File: src/rtl/timer_sched_pkg.sv
// Shared types and constants for the timer scheduler.
// Latency: n/a (declarations only).
// Backpressure: n/a.
package timer_sched_pkg;

    typedef enum logic [2:0] {
        IDLE,
        GAP,
        SEND,
        WAIT_START,
        WAIT_DONE,
        ACK
    } sched_state_t;

    localparam int         DELAY_W       = 4;
    localparam logic [3:0] START_PATTERN = 4'b1101;

    // Bit idx of the 8-bit serial frame: start pattern MSB first, then delay MSB first.
    function automatic logic serial_bit(input logic [2:0] idx, input logic [DELAY_W-1:0] delay);
        logic [7:0] frame;
        frame = {START_PATTERN, delay};
        return frame[3'd7 - idx];
    endfunction

endpackage

File: src/rtl/timer_scheduler_rr_arbiter.sv
// Round-robin pick: first requester at or after ptr, wrapping mod N_REQ.
// Latency: combinational.
// Backpressure: none; the caller decides when a pick is taken.
module rr_arbiter #(
    parameter int N_REQ = 4,
    parameter int IDX_W = $clog2(N_REQ)
) (
    input  logic [N_REQ-1:0] req,
    input  logic [IDX_W-1:0] ptr,
    output logic [N_REQ-1:0] gnt,
    output logic [IDX_W-1:0] idx,
    output logic             vld
);

    logic [IDX_W:0]   sum;
    logic [IDX_W-1:0] cand;

    // Scan N_REQ candidates starting at ptr; the first one requesting wins.
    always_comb begin
        gnt  = '0;
        idx  = '0;
        vld  = 1'b0;
        sum  = '0;
        cand = '0;
        for (int k = 0; k < N_REQ; k++) begin
            sum = {1'b0, ptr} + (IDX_W+1)'(k);
            if (sum >= (IDX_W+1)'(N_REQ)) begin
                sum = sum - (IDX_W+1)'(N_REQ);
            end
            cand = sum[IDX_W-1:0];
            if (!vld && req[cand]) begin
                vld       = 1'b1;
                gnt[cand] = 1'b1;
                idx       = cand;
            end
        end
    end

endmodule

File: src/rtl/timer_scheduler.sv
// Shares one serial-started countdown timer between N_REQ requesters, round-robin.
// Latency: grant 1 cycle after req, then GAP_CYCLES gap + 8 serial bits before the timer runs.
// Backpressure: requests are held by the requester until its cpl/err pulse; arbitration only in IDLE.
module timer_scheduler
    import timer_sched_pkg::*;
#(
    parameter int N_REQ         = 4,
    parameter int GAP_CYCLES    = 4,
    parameter int START_TIMEOUT = 16
) (
    input  logic                       clk,
    input  logic                       reset,
    input  logic [N_REQ-1:0]           req,
    input  logic [DELAY_W*N_REQ-1:0]   req_delay,
    output logic [N_REQ-1:0]           grant,
    output logic [N_REQ-1:0]           cpl,
    output logic [N_REQ-1:0]           err,
    output logic                       busy,
    output logic                       tmr_data,
    output logic                       tmr_ack,
    input  logic                       tmr_counting,
    input  logic                       tmr_done
);

    localparam int IDX_W = $clog2(N_REQ);
    localparam int GAP_W = $clog2(GAP_CYCLES + 1);
    localparam int TO_W  = $clog2(START_TIMEOUT + 1);

    localparam logic [GAP_W-1:0] GAP_LAST = GAP_W'(GAP_CYCLES - 1);
    // err is registered, so the abort decision is taken one count early; that puts
    // the err pulse exactly START_TIMEOUT cycles after the last delay bit.
    localparam logic [TO_W-1:0]  TO_LAST  = TO_W'((START_TIMEOUT >= 2) ? START_TIMEOUT - 2 : 0);
    localparam logic [IDX_W-1:0] IDX_LAST = IDX_W'(N_REQ - 1);

    sched_state_t       state;
    logic [IDX_W-1:0]   rr_ptr;
    logic [DELAY_W-1:0] delay_q;
    logic [GAP_W-1:0]   gap_cnt;
    logic [2:0]         bit_idx;
    logic [TO_W-1:0]    to_cnt;

    logic [N_REQ-1:0]   win_gnt;
    logic [IDX_W-1:0]   win_idx;
    logic               win_vld;

    rr_arbiter #(
        .N_REQ (N_REQ),
        .IDX_W (IDX_W)
    ) u_arb (
        .req (req),
        .ptr (rr_ptr),
        .gnt (win_gnt),
        .idx (win_idx),
        .vld (win_vld)
    );

    // Service FSM: arbitrate, flush the timer's detector, serialise the frame,
    // wait for the timer to start and finish, then run the ack handshake.
    always_ff @(posedge clk or negedge reset) begin
        if (!reset) begin
            state    <= IDLE;
            rr_ptr   <= '0;
            grant    <= '0;
            cpl      <= '0;
            err      <= '0;
            busy     <= 1'b0;
            tmr_data <= 1'b0;
            tmr_ack  <= 1'b0;
            delay_q  <= '0;
            gap_cnt  <= '0;
            bit_idx  <= '0;
            to_cnt   <= '0;
        end else begin
            cpl <= '0;
            err <= '0;
            case (state)
                IDLE: begin
                    if (win_vld) begin
                        grant   <= win_gnt;
                        delay_q <= req_delay[win_idx*DELAY_W +: DELAY_W];
                        rr_ptr  <= (win_idx == IDX_LAST) ? '0 : win_idx + 1'b1;
                        gap_cnt <= '0;
                        busy    <= 1'b1;
                        state   <= GAP;
                    end
                end
                GAP: begin
                    if (gap_cnt == GAP_LAST) begin
                        bit_idx  <= '0;
                        tmr_data <= serial_bit(3'd0, delay_q);
                        state    <= SEND;
                    end else begin
                        gap_cnt <= gap_cnt + 1'b1;
                    end
                end
                SEND: begin
                    if (bit_idx == 3'd7) begin
                        tmr_data <= 1'b0;
                        to_cnt   <= '0;
                        state    <= WAIT_START;
                    end else begin
                        bit_idx  <= bit_idx + 3'd1;
                        tmr_data <= serial_bit(bit_idx + 3'd1, delay_q);
                    end
                end
                WAIT_START: begin
                    if (tmr_done) begin
                        // Zero-delay timers can finish before counting is ever seen.
                        tmr_ack <= 1'b1;
                        state   <= ACK;
                    end else if (tmr_counting) begin
                        state <= WAIT_DONE;
                    end else if (to_cnt >= TO_LAST) begin
                        err   <= grant;
                        grant <= '0;
                        busy  <= 1'b0;
                        state <= IDLE;
                    end else begin
                        to_cnt <= to_cnt + 1'b1;
                    end
                end
                WAIT_DONE: begin
                    if (tmr_done) begin
                        tmr_ack <= 1'b1;
                        state   <= ACK;
                    end
                end
                ACK: begin
                    if (!tmr_done) begin
                        tmr_ack <= 1'b0;
                        cpl     <= grant;
                        grant   <= '0;
                        busy    <= 1'b0;
                        state   <= IDLE;
                    end
                end
                default: state <= IDLE;
            endcase
        end
    end

endmodule

File: config.mk
export PLATFORM = sky130hd
export DESIGN_NAME = timer_scheduler
export DESIGN_NICKNAME = d
export VERILOG_FILES = /design/src/rtl/timer_sched_pkg.sv /design/src/rtl/timer_scheduler_rr_arbiter.sv /design/src/rtl/timer_scheduler.sv
export SDC_FILE = /design/constraint.sdc
export NUM_CORES = 1
export LEC_CHECK = 0
export BUFFER_PORTS_ARGS = -buffer_cell sky130_fd_sc_hd__buf_2
export CORE_AREA = 2 2 68 70
export CTS_BUF_LIST = sky130_fd_sc_hd__clkbuf_4 sky130_fd_sc_hd__clkbuf_8 sky130_fd_sc_hd__clkbuf_16
export CTS_CLUSTER_SIZE = 8
export DETAILED_ROUTE_END_ITERATION = 12
export DIE_AREA = 0 0 70 72
export PLACE_DENSITY = 0.86
export SYNTH_ARGS = -nofsm -noshare
export SYNTH_HDL_FRONTEND = slang
export SYNTH_HIERARCHICAL = 1
export SYNTH_SLANG_ARGS = --single-unit
File: constraint.sdc
create_clock -name clk -period 3.5 [get_ports clk]
set_clock_uncertainty 0.15 [all_clocks]
set_input_delay 0.35 -clock clk [delete_from_list [all_inputs] [get_ports clk]]
set_output_delay 0.35 -clock clk [all_outputs]
set_load 0.01 [all_outputs]
; Word-level counts from Yosys, hierarchy flattened
; Index checks and enable logic that the tools add are counted.
[classes]
reduce_logical = 25
order_cmp = 14
eq_ne = 21
n_mux = 78
bitwise_logic = 3
add_sub_neg = 12
n_shift = 1
[op_table]
columns = op, n
row1 = $mux W4, 15
row2 = $mux W3, 12
row3 = $mux W1, 21
row4 = $mux W5, 4
row5 = $ne A2 B2 Y1 const B, 10
row6 = $mux W2, 9
row7 = $pmux W3 S6, 1
row8 = $shiftx A16 B5 Y4, 1
row9 = $lt A2 B3 Y1 const B, 4
row10 = $or A4 B4 Y4, 3
row11 = $pmux W3 S2, 2
row12 = $pmux W4 S3, 1
row13 = $reduce_and A6 Y1, 2
row14 = $pmux W5 S2, 1
row15 = $eq A3 B2 Y1 const B, 3
row16 = $eq A3 B3 Y1 const B, 3
row17 = $ge A3 B3 Y1 const B, 3
row18 = $reduce_and A3 Y1, 3
row19 = $bmux W1 S2, 4
row20 = $demux W1 S2, 4
row21 = $ge A2 B1 Y1 const B, 4
row22 = $reduce_bool A2 Y1, 4
row23 = $sub A2 B1 Y2 const B, 4
row24 = $logic_and A1 B1 Y1, 7
row25 = 22 further kinds, 29
[totals]
register_bits = 35
inputBits = 24

; Logic depth before layout (Yosys ltp)
[depth]
depth_word = 16
ltp_mapped = 12

; Cells and area by module
; The synthesis kept the hierarchy.
[by_module_without_submodules]
columns = mod, area_each_um2, seq_area_each_um2, instances, cells_per_inst
row1 = timer_scheduler, 1888.1, 875.8, 1, 158
row2 = rr_arbiter, 421.7, 0.0, 1, 45

; Worst setup path before layout
; Ideal clock, no wire load.
[synth_path]
kind = register to register
startpoint = reg rr_ptr[0]
endpoint = reg delay_q[0]
path_slack_ps = 351
synth_period_minus_slack_ps = 3149
setup_ps = 125
arrival_time_ps = 2874
required_time_ps = 3225
path_stages_with_launch = 12
path_cell_list = dfrtp_1 -> buf_6 -> inv_1 -> ha_1 -> mux4_2 -> buf_6 -> and2b_2 -> o21ai_0 -> o31ai_1 -> clkbuf_1 -> mux4_2 -> mux2_2
[synth_between]
elab_chain_len = 15
word_cells_on_any_way = 39
cone_classes = 7 x add/sub / 4 x order compare / 1 x shift / 20 x mux / 7 x reduce/logical
[synth_rtl]
columns = element, line
row1 = start: declaration, timer_scheduler.sv:36  ; logic [IDX_W-1:0] rr_ptr;
row2 = start signal: assignment, timer_scheduler.sv:81  ; rr_ptr <= (win_idx == IDX_LAST) ? '0 : win_idx + 1'b1;
row3 = "parallel branches: the longest is 13 deep, another holds $add A2 B1 Y3", n/a
row4 = $mux W2 *, timer_scheduler_rr_arbiter.sv:31  ; if (!vld && req[cand]) begin
row5 = named net win_idx[0], timer_scheduler.sv:43  ; logic [IDX_W-1:0] win_idx;
row6 = $shiftx A16 B5 Y4 *, timer_scheduler.sv:80  ; delay_q <= req_delay[win_idx*DELAY_W +: DELAY_W];
row7 = end signal: assignment, timer_scheduler.sv:80
row8 = end: declaration, timer_scheduler.sv:37  ; logic [DELAY_W-1:0] delay_q;
; Mark *: on every way through the listed nets, which the timed path passes. The select of a mux whose other input is x is not followed.
; A chain may end at the register's enable or synchronous reset.

; Worst setup path in the final report
[layout_path]
startpoint = reg rr_ptr[1]
endpoint = reg delay_q[0]
; Same word-level chain as after synthesis.

==> metrics.cfg <==
[outcome]
status = finished with violations
violations = hold timing

[power]
p_int_mw = 1.38
clkPwrFrac = 0.129
p_sw_frac = 0.422
power_density_mw_per_mm2 = 916
p_leak_nw = 1.20
comb_power_share = 0.562
finalPower_mw = 2.39
p_switching_mw = 1.01
ir_drop_mv = 0.596
sequentialPowerShare = 0.310

[finish]
final_nets = 280
drive_above_1_share = 0.328
syn2layout_area_growth_pct = 13.1
insertedDiodeCount = 0
fin_area_sq_mm = 0.00261
layoutNonFillerInstCount = 296
utilization = 0.612

[clocking]
cts_made_buffers = 5
cts_root_buf = clkbuf_8
clk_latency_ns = 0.29
clkSinkCount = 35
ctsHoldBuffers = 0
clk_path_buf_depth = 2
cts_tree = done
clkTransAtPathRegs_ns = 0.08
cts.htree.levels = 2

[grt]
grt_max_degree = 36
grt_use_total = 0.190
grt_pass1_wl_mm = 7.64
grt_pass1_vias = 1647
gr-total-overflow = 0
antenna_found_initial = 0

[drt]
drt-pass1-iter-count = 5
num_vias = 1772
wl_per_cell_microns = 15.0
finalWirelength_mm = 4.44
vias_per_cell = 5.99
drtAntennaViolNets = 0
drt_iter0_markers = 95
drc = 0

[placement]
hpwlAfterDp_mm = 3.27
dp_slack_ns = 0.0401
gp_congestion = 0.826
dpl.cell_count = 288
buffer_ports.inserted = 38
dpl_cell_area_sq_mm = 0.00251

[logic_synthesis]
synth_xor_area_frac = 0.00758
synth_fa_ha_area_frac = 0.0704
ys_types = 48
async_reset_ff_frac = 1.00
syn_area_sq_mm = 0.00231
yosysMostFrequentCell = dfrtp_1
synth_area_leader_cell = dfrtp_1
ys_seq_area_frac = 0.379
synth_top_family_by_area = compound AO/OA/AOI/OAI gates
synth_commonest_cells = dfrtp_1, o21ai_0, nor2_1
syn-instance-count = 203
synth_compound_area_frac = 0.178
synth_simple_gate_area_frac = 0.164
ys.flop_type = dfrtp_1
synth_seq_cells = 35
synth_warnings = 6
synthMuxAreaShare = 0.147
synth.top_cell.area_share = 0.379
syn_area_per_cell_sq_um = 11.4
syn_nets = 240
synth_edf_count = 0
synthTopCellsByArea = dfrtp_1, ha_1, mux4_2

[setup_path]
arrival_ns = 3.18
reg2reg_from = rr_ptr[1]$_DFFE_PN0P_
crit_start = rr_ptr[1]$_DFFE_PN0P_
critical_path_class = reg2reg
timing.rr.end = delay_q[0]$_DFFE_PN0P_
r2r_slack_ns = 0.35
rr_worst_depth = 9
crit_fanout = 9
cp.required_ns = 3.53
critical_path.startpoint_type = flop
crit_path_end_kind = flop

[sta]
hold_viol_final = 35
setup_violations = 0
setup_slack_ns = 0.350
relSlewSlack = 0.488
slew_viol_final = 0
finalCriticalPeriod_ns = 3.15
timing.fmax_ghz = 0.317
tightest_slew_ns = 0.768
fin_setup_tns_ns = 0
post-route-period-util = 0.900
rsz0062_at_grt = no
hold_slack_ns = -0.0242

[floorplanning]
die_x_microns = 70
std_cell_rows = 24
die_h_microns = 72
initial_core_util = 0.542
num_io_pins = 39
dieArea_sq_mm = 0.00504
core_area_sq_mm = 0.00426

[flow_run]
maxCapViolations = 0

[hold_path]
hold_path_class = in2async

[cell type report]
cell class / instances / area [sq um]
inverters: 9 / 33.8
repair buffers: 43 / 228
fillers: 353 / 1650
multi-input cells: 149 / 1320
flip-flops and latches: 35 / 876
clock inverters: 3 / 23.8
clock buffers: 5 / 68.8
well taps: 52 / 65.1
[registers in the layout, summed over array words and instances (netlist names), 2 cells and up]
name / count
to_cnt: 5
cpl: 4
delay_q: 4
err: 4
grant: 4
bit_idx: 3
gap_cnt: 3
state: 3
rr_ptr: 2
[worst max-delay path, cell delays in order, from the launching register on]
cell     delay, ns
dfrtp_1       0.44
inv_1         0.11
ha_1          0.36
mux4_2        0.33
buf_4         0.19
and2b_2       0.26
o21ai_0       0.11
o31ai_2       0.22
mux4_2        0.59
mux2_2        0.28
[layout by cell type, fill, tap and decap left out, drive strengths merged, types with 3 or more instances in the layout]
cell type  instances
o211ai             4
inv               10
nand3              4
nor4               3
nor2b              3
nand2b             7
clkbuf             5
mux2i              4
and2               8
nor2              15
a22o               9
dfrtp             35
a22oi              8
buf               43
o21ai             17
mux2               8
nor4b              3
nand2              8
mux4               9
ha                13
[worst max-delay path by stage]
stage | endpoint | cells past startpoint
4_1_cts | delay_q[0]$_DFFE_PN0P_ | 8
5_1_grt | delay_q[0]$_DFFE_PN0P_ | 8
3_3_place_gp | delay_q[3]$_DFFE_PN0P_ | 8
6_report | delay_q[0]$_DFFE_PN0P_ | 9
3_5_place_dp | delay_q[0]$_DFFE_PN0P_ | 8
2_1_floorplan | delay_q[0]$_DFFE_PN0P_ | 11
[repair_timing]
action	CTS	global route
endpoints found under the hold margin	0	0
endpoints found under the setup margin	0	4
gates resized for setup	0	1
setup buffers	0	0
[metal layers]
layer | vias to the layer above | share of wire | global-route usage | wire length (microns)
met5 | - | 0 | 0 | 0
met4 | 0 | 0.015 | 0.0684 | 66
met3 | 5 | 0.054 | 0.0389 | 238
met2 | 58 | 0.49 | 0.316 | 2170
met1 | 861 | 0.44 | 0.248 | 1970
li1 | 848 | - | - | -
[power by group through the flow]
stage / clock, mW / sequential, mW / combinational (mW)
after floorplan: 0 / 0.683 / 1.15
final: 0.307 / 0.741 / 1.34
after global routing: 0.332 / 0.772 / 1.48
after global placement: 0 / 0.740 / 1.27
after CTS: 0.313 / 0.742 / 1.34
after detailed placement: 0 / 0.749 / 1.33
[cell families after synthesis]
logic type | after synthesis
adder cells (fa/ha/maj) | 13
flip-flops | 35
multiplexers | 21
XOR/XNOR | 2
AND/OR/NAND/NOR | 59
buffers and inverters | 19
AO/OA/AOI/OAI | 54
Power figures use the tool's default switching activity.
